### config.mk
export PLATFORM = sky130hd
export DESIGN_NAME = bus_reader
export DESIGN_NICKNAME = d
export VERILOG_FILES = /design/src/rtl/bus_reader_pkg.sv /design/src/rtl/bus_reader_sync_fifo.sv /design/src/rtl/bus_reader.sv
export SDC_FILE = /design/constraint.sdc
export NUM_CORES = 1
export LEC_CHECK = 0
export ABC_AREA = 1
export BUFFER_PORTS_ARGS = -buffer_cell sky130_fd_sc_hd__buf_2
export CAP_MARGIN = 20
export CORE_MARGIN = 2
export CORE_UTILIZATION = 30
export CTS_CLUSTER_SIZE = 28
export DETAILED_ROUTE_END_ITERATION = 12
export HOLD_SLACK_MARGIN = 0.06
export SKIP_CTS_REPAIR_TIMING = 1
export SYNTH_ARGS = -nofsm -noshare
export SYNTH_HDL_FRONTEND = slang
export SYNTH_SLANG_ARGS = --single-unit
### constraint.sdc
create_clock -name clock -period 4.9 [get_ports clock]
set_clock_uncertainty 0.1 [all_clocks]
set_input_delay 0.735 -clock clock [delete_from_list [all_inputs] [get_ports clock]]
set_output_delay 0.735 -clock clock [all_outputs]
set_load 0.1 [all_outputs]
### src/rtl/bus_reader_pkg.sv
// Shared definitions for the bus_reader slice.
//   state_t    : sequencer states, encoded IDLE=0, GRANT=1, CAPTURE=2, TURN=3
//   DEF_WIDTH  : default bus / data width
//   DEF_N_SRC  : default number of bus sources
//   DEF_DEPTH  : default capture FIFO depth
package bus_reader_pkg;

  typedef enum logic [1:0] {
    IDLE    = 2'd0,
    GRANT   = 2'd1,
    CAPTURE = 2'd2,
    TURN    = 2'd3
  } state_t;

  localparam int DEF_WIDTH = 32;
  localparam int DEF_N_SRC = 4;
  localparam int DEF_DEPTH = 4;

endpackage

### src/rtl/bus_reader_sync_fifo.sv
// Small synchronous FIFO holding captured {source id, bus word} entries.
// Ports:
//   clock, reset : system clock, synchronous active-high reset
//   push         : write push_data at the end of the cycle (ignored when full
//                  unless a pop happens in the same cycle)
//   push_data    : entry to write
//   pop          : drop the head entry (ignored when empty)
//   head         : current head entry
//   count        : number of entries held
module bus_reader_sync_fifo #(
  parameter  int DW    = 34,
  parameter  int DEPTH = 4,
  localparam int AW    = $clog2(DEPTH),
  localparam int CW    = AW + 1
) (
  input  logic          clock,
  input  logic          reset,
  input  logic          push,
  input  logic [DW-1:0] push_data,
  input  logic          pop,
  output logic [DW-1:0] head,
  output logic [CW-1:0] count
);

  logic [DW-1:0] mem [DEPTH];
  logic [AW-1:0] wr_ptr;
  logic [AW-1:0] rd_ptr;
  logic          empty;
  logic          full;
  logic          do_push;
  logic          do_pop;

  assign empty   = (count == '0);
  assign full    = (count == CW'(DEPTH));
  assign do_pop  = pop & ~empty;
  // a pop in the same cycle frees the slot, so a push into a full FIFO is fine then
  assign do_push = push & (~full | do_pop);

  always_ff @(posedge clock) begin
    if (reset) begin
      wr_ptr <= '0;
      rd_ptr <= '0;
      count  <= '0;
      for (int i = 0; i < DEPTH; i++) begin
        mem[i] <= '0;
      end
    end else begin
      if (do_push) begin
        mem[wr_ptr] <= push_data;
        wr_ptr      <= wr_ptr + AW'(1);
      end
      if (do_pop) begin
        rd_ptr <= rd_ptr + AW'(1);
      end
      case ({do_push, do_pop})
        2'b10:   count <= count + CW'(1);
        2'b01:   count <= count - CW'(1);
        default: count <= count;
      endcase
    end
  end

  assign head = mem[rd_ptr];

endmodule

### src/rtl/bus_reader.sv
// Receiving end of the shared tri-state data bus. Arbitrates round-robin
// among requesting sources, enables one source buffer at a time with a
// turnaround cycle between grants, captures the bus into a FIFO tagged with
// the source id and hands words downstream over valid/ready.
// Ports:
//   clock, reset : system clock, synchronous active-high reset
//   req          : per-source "has a word to send" (level)
//   oe           : one-hot-or-zero output enables to the source buffers
//   ack          : one-cycle pulse, word from that source captured
//   bus_in       : resolved shared bus
//   data_out     : FIFO head word
//   src_out      : source id of the head word
//   data_valid   : FIFO non-empty
//   data_ready   : downstream accepts the head word
//   fifo_count   : FIFO occupancy
//
// state   | meaning
// --------+---------------------------------------------------------------
// IDLE    | no grant; pick next winner when a source requests and FIFO has room
// GRANT   | winner enabled onto the bus, settle cycle; abort if its req dropped
// CAPTURE | winner still enabled; bus sampled and pushed, ack pulsed
// TURN    | all enables off for one cycle before the next grant
module bus_reader
  import bus_reader_pkg::*;
#(
  parameter  int N_SRC = DEF_N_SRC,
  parameter  int WIDTH = DEF_WIDTH,
  parameter  int DEPTH = DEF_DEPTH,
  parameter  int SRC_W = $clog2(N_SRC),
  localparam int CW    = $clog2(DEPTH) + 1
) (
  input  logic             clock,
  input  logic             reset,
  input  logic [N_SRC-1:0] req,
  output logic [N_SRC-1:0] oe,
  output logic [N_SRC-1:0] ack,
  input  logic [WIDTH-1:0] bus_in,
  output logic [WIDTH-1:0] data_out,
  output logic [SRC_W-1:0] src_out,
  output logic             data_valid,
  input  logic             data_ready,
  output logic [CW-1:0]    fifo_count
);

  state_t             state;
  state_t             state_nxt;
  logic [SRC_W-1:0]   winner;
  logic [SRC_W-1:0]   winner_nxt;
  logic [SRC_W-1:0]   ptr;
  logic [SRC_W-1:0]   ptr_nxt;
  logic [SRC_W-1:0]   pick;
  logic [2*N_SRC-1:0] rot_req;
  logic [N_SRC-1:0]   win_hot;
  logic               fifo_full;
  logic               push;

  assign fifo_full = (fifo_count == CW'(DEPTH));
  assign win_hot   = N_SRC'(1) << winner;

  // Rotate req so bit 0 is the source at the pointer; the first set bit is
  // then the winner, offset back by the pointer with wrap.
  always_comb begin
    rot_req = {req, req} >> ptr;
    pick    = ptr;
    for (int i = N_SRC - 1; i >= 0; i--) begin
      if (rot_req[i]) begin
        pick = (int'(ptr) + i >= N_SRC) ? SRC_W'(int'(ptr) + i - N_SRC)
                                        : SRC_W'(int'(ptr) + i);
      end
    end
  end

  always_comb begin
    state_nxt  = state;
    winner_nxt = winner;
    ptr_nxt    = ptr;
    oe         = '0;
    ack        = '0;
    push       = 1'b0;
    case (state)
      IDLE: begin
        if ((|req) && !fifo_full) begin
          winner_nxt = pick;
          state_nxt  = GRANT;
        end
      end
      GRANT: begin
        oe        = win_hot;
        state_nxt = req[winner] ? CAPTURE : TURN;
      end
      CAPTURE: begin
        oe        = win_hot;
        ack       = win_hot;
        push      = 1'b1;
        ptr_nxt   = (winner == SRC_W'(N_SRC - 1)) ? '0 : winner + SRC_W'(1);
        state_nxt = TURN;
      end
      TURN: begin
        state_nxt = IDLE;
      end
      default: begin
        state_nxt = IDLE;
      end
    endcase
  end

  always_ff @(posedge clock) begin
    if (reset) begin
      state  <= IDLE;
      winner <= '0;
      ptr    <= '0;
    end else begin
      state  <= state_nxt;
      winner <= winner_nxt;
      ptr    <= ptr_nxt;
    end
  end

  assign data_valid = (fifo_count != '0);

  bus_reader_sync_fifo #(
    .DW    (WIDTH + SRC_W),
    .DEPTH (DEPTH)
  ) u_fifo (
    .clock     (clock),
    .reset     (reset),
    .push      (push),
    .push_data ({winner, bus_in}),
    .pop       (data_valid & data_ready),
    .head      ({src_out, data_out}),
    .count     (fifo_count)
  );

endmodule

* After elaboration in Yosys (flattened, before gate mapping)
Memory sizes are Yosys's and may differ from the RTL's. A register that Yosys moved wholly into a read port is not among the register bits. Index checks and enable logic that the tools add are counted.
Word-level totals: word-level logic and storage cells 78, register bits after elaboration 13, memories kept 1, output and inout port bits 46, memory bits (writable) 136, input bits 39
Cells by class: reduce and logical (&&, ||, !) cells 10, order comparisons 5, bitwise logic cells 6, muxes and demuxes 28, shift operators 2, add/sub/neg operators 12, eq/ne operators 8
Memories:
- u_fifo.mem | depth 4, bits a word 34, read ports 1, clocked after memory_dff 1, write ports 4, RTL line bus_reader_sync_fifo.sv:25 | logic [DW-1:0] mem [DEPTH];
Operator list (count):
- 34-bit two-way mux | 1
- 34-bit OR reduction | 1
- 2-bit two-way mux | 13
- 3-bit greater-or-equal comparator, second input constant | 3
- 1-bit two-way mux | 9
- 2-bit == test, second input constant | 4
- 4-bit two-way mux | 2
- 2-bit case mux with 4 select lines | 1
- 8-bit by 2-bit >> shifter with 4-bit output | 1
- 2-bit by 1-bit subtractor with 2-bit output, second input constant | 4
- 2-bit by 1-bit adder with 2-bit output, second input constant | 3
- 2-bit by 2-bit adder with 3-bit output, second input constant | 2
- 3-bit case mux with 2 select lines | 1
- 2-bit by 1-bit == test with 1-bit output, second input constant | 2
- 4-bit OR reduction | 1
- 1-bit by 2-bit << shifter with 4-bit output, first input constant | 1
- 2-bit by 1-bit adder with 3-bit output, second input constant | 1
- 3-bit by 1-bit adder with 3-bit output, second input constant | 1
- 1-bit bitwise AND | 3
- 3-bit == test, second input constant | 1
- 2-bit by 3-bit greater-or-equal comparator with 1-bit output, second input constant | 1
- 3-bit logical NOT | 1
- 2-bit by 3-bit < comparator with 1-bit output, second input constant | 1
- 3-bit nonzero test | 1
- 11 further kinds | 12

* Depth between registers and ports, before layout
depth in word-level cells 10, gate-level depth with buffers 11, mapped depth without buffers 11

* By module
From an unflattened synthesis, not the netlist that was laid out.
Second synthesis, totals: cell total of the unflattened synthesis 727, area total of the unflattened synthesis 7300.8 µm²
Modules (own cells, without submodules):
- bus_reader_sync_fifo | instances 1, sequential area each 4264.1 µm², area each 6577.6 µm², cells each 612
- bus_reader | instances 1, sequential area each 120.1 µm², area each 723.2 µm², cells each 115

* Least setup slack after synthesis
No wires, ideal clock.
path kind flip-flop to flip-flop, start register u_fifo.count[1], end memory u_fifo.mem[3][0], enable pin, path buffers 0, arrival time 4.027 ns, cell stages (with the launch flop) 6, slack 0.297 ns, clock period less this slack 4.603 ns, library setup time 0.477 ns, required time 4.323 ns, cells stage by stage dfxtp_1 inv_2 nand3_2 or2_4 nand2_1 o31ai_1
RTL lines:
- start, declared | RTL line bus_reader_sync_fifo.sv:22 | output logic [CW-1:0] count
- start signal, assigned | RTL line bus_reader_sync_fifo.sv:56 | 2'b10: count <= count + CW'(1);
- start signal, assigned | RTL line bus_reader_sync_fifo.sv:57 | 2'b01: count <= count - CW'(1);
- start signal, assigned | RTL line bus_reader_sync_fifo.sv:58 | default: count <= count;
- end, declared | RTL line bus_reader_sync_fifo.sv:25

==> out/metrics.yaml <==
run_status:
  status: "complete, no violations"
timing:
  final_max_slew_viol_count: 0
  fin_crit_sh_pct: 69.8
  slew-limit-headroom_pct: 35.2
  post-route-min-period_ns: 3.42
  tightest_slew_ns: 0.969
  hold_viol: 0
  setup_tns_ns: 0
  fmax_mhz: 292
  setup_viol: 0
  timing.hold.ws_ns: 0.371
  rsz0062_at_grt: "no"
global_routing:
  grt_max_degree: 69
  antenna_found_initial: 0
  grt_pass1_vias: 4913
  grt_pass1_wl_um: 26000
  grt_overflow: 0
  grt_usage_pct: 13.7
die:
  dieWidth_um: 158
  initial_core_util_pct: 30.4
  num_rows: 56
  dieArea_um2: 24900
  core-area_um2: 23300
  pin_count: 85
  die_y_um: 158
power_and_ir_drop:
  p_leak_uw: 0.00336
  vdd_ir_drop_max_v: 0.000313
  powerDensity_nw_per_um2: 653
detailed_routing:
  routed_via_density: 4.52
  vias: 5033
  drt_pre_antenna_iters: 5
  post_drt_wl_per_cell_um: 14.9
  drc_errors: 0
  drtIter0Drc: 438
  ant_nets: 0
  wl_um: 16600
synth:
  synth_edf_count: 136
  synth_area_um2: 7090
  synth.distinct_cells: 33
  yosysSeqAreaShare_pct: 61.9
  synth_flop_cell: "edfxtp_1"
  synth_top_area_share_pct: 57.6
  yosysWarnings: 0
  synth_area_per_cell_um2: 10.0
  ys_ff_latch: 151
  syn-num-nets: 755
  synth_top_cell_by_area: "edfxtp_1"
  synthArstFlopShare_pct: 0
  synthesis.instances: 706
  synth_area_leaders: "edfxtp_1 (58%), nor2_1 (9.7%), o21ai_0 (5.8%), inv_1 (5.2%), dfxtp_1 (4.2%)"
setup_path:
  path_class: "reg -> out"
  critPathTopFamily: "buffers and inverters"
  path_buf_inv: 3
  crit_path_start_kind: "flip-flop"
  slowest_delay_ns: 0.67
  path_cells: "inv_2 > buf_4 > o21ai_0 > o22ai_1 > buf_2"
  setup.worst_path.end_class: "output port"
  crit_path_top_delay_cell: "inv_2"
  worstPathArrival_ns: 2.59
  cp_max_fo: 52
  crit_required_ns: 4.07
run:
  cap_violations: 0
layout:
  final_cell_mix: "nor2_1 (184), edfxtp_1 (136), inv_1 (97)"
  design_area_um2: 8430
  final.fill_count: 2325
  fin_nets: 830
  layout-drive-gt1-share_pct: 20.2
  diodes: 0
  layout_commonest_cell: "nor2_1"
  area_delta_synth_final_pct: 18.9
hold_path:
  hp-class: "reg -> reg"
place:
  portBuffers: 84
  place.detailed.hpwl_um: 10100
  placed_cell_area_um2: 7800
  gp_congestion: 0.755
clock_network:
  root_buffer: "clkbuf_16"
  cts_made_buffers: 17
  cts_max_level: 4
  cts.sinks: 151
  cts_max_path_buffers: 2
  insertion_delay_ns: 0.42
  cts.clk_slew.worst_paths_ns: 0.06
  cts_tree: "done"
final timing paths:
check	slack (ns)	cells past startpoint	startpoint	to
worst max-delay path	1.48	5	flip-flop	data_out[26]
worst min-delay path	0.37	2	u_fifo.rd_ptr[1]$_SDFFE_PP0P_	u_fifo.rd_ptr[1]$_SDFFE_PP0P_
worst max register to register	1.93	7	state[0]$_SDFFE_PP0P_	u_fifo.mem[1][9]$_SDFFCE_PN0P_
worst min register to register	0.37	2	u_fifo.rd_ptr[1]$_SDFFE_PP0P_	u_fifo.rd_ptr[1]$_SDFFE_PP0P_
registers in the layout (all words and copies together), names as in the netlist, named ones only:
name / count
u_fifo.mem: 136
winner: 2
u_fifo.count: 3
ptr: 2
state: 2
u_fifo.wr_ptr: 2
u_fifo.rd_ptr: 2
cells by family (layout without fill, tap and decap cells):
family,Yosys count,after routing,synth area share (%)
buffers and inverters,140,228,8.28
and+or+nand+nor,265,265,17.2
AOI/OAI and AO/OA,139,139,10.6
DFF,151,151,61.9
xor gates and xnor gates,1,1,0.124
adders and majority gates,10,10,1.87
Yosys cell counts (2+ instances only):
cell      instances
nor2_1          184
edfxtp_1        136
inv_1            98
o21ai_0          82
nand2_1          35
o22ai_1          35
clkbuf_1         24
nor2_4           21
dfxtp_1          15
a21oi_1          14
nand3_1          11
ha_1              9
buf_2             7
nor2_2            7
buf_6             4
inv_2             4
o21ai_1           3
buf_8             2
final cells by class:
type | instances | area (um2) | area share, %
Sequential cell | 151 | 4390 | 52.0
Multi-Input combinational cell | 415 | 2150 | 25.5
Timing Repair Buffer | 93 | 495 | 5.88
Clock buffer | 19 | 433 | 5.14
Tap cell | 319 | 399 | 4.73
Inverter | 103 | 387 | 4.59
Clock inverter | 13 | 184 | 2.18
per-layer routing:
layer,vias to the layer above,GRT usage (%),routed length (um)
met5,-,0,0
met4,0,4.55,224
met3,18,3.45,1040
met2,132,22.8,7930
met1,2391,17.6,7450
li1,2492,-,-
metrics by stage:
stage / cells / setup slack [ns] / util, % / power [uW]
CTS: 1112 / 1.39 / 36.1 / 5560
finish: 1113 / 1.48 / 36.1 / 5510
global route: 1113 / 1.28 / 36.1 / 5760
detailed placement: 1080 / 1.53 / 33.4 / 4180
global placement: 1080 / 1.56 / 33.4 / 4160
floorplan: 706 / 0.297 / - / 3720
worst min-delay path: cells and delay by family (launching register included):
family                 cells  cell delay [ns]
flip-flops                 1             0.30
buffers and inverters      1             0.06
AO/OA/AOI/OAI              1             0.07
power breakdown:
group | internal (uW) | switching (uW) | leakage [uW]
logic | 398 | 2100 | 0.00153
clock network | 891 | 484 | 0.000302
registers | 1570 | 67.2 | 0.00153
total | 2860 | 2650 | 0.00336
(Power assumes the default switching activity.)
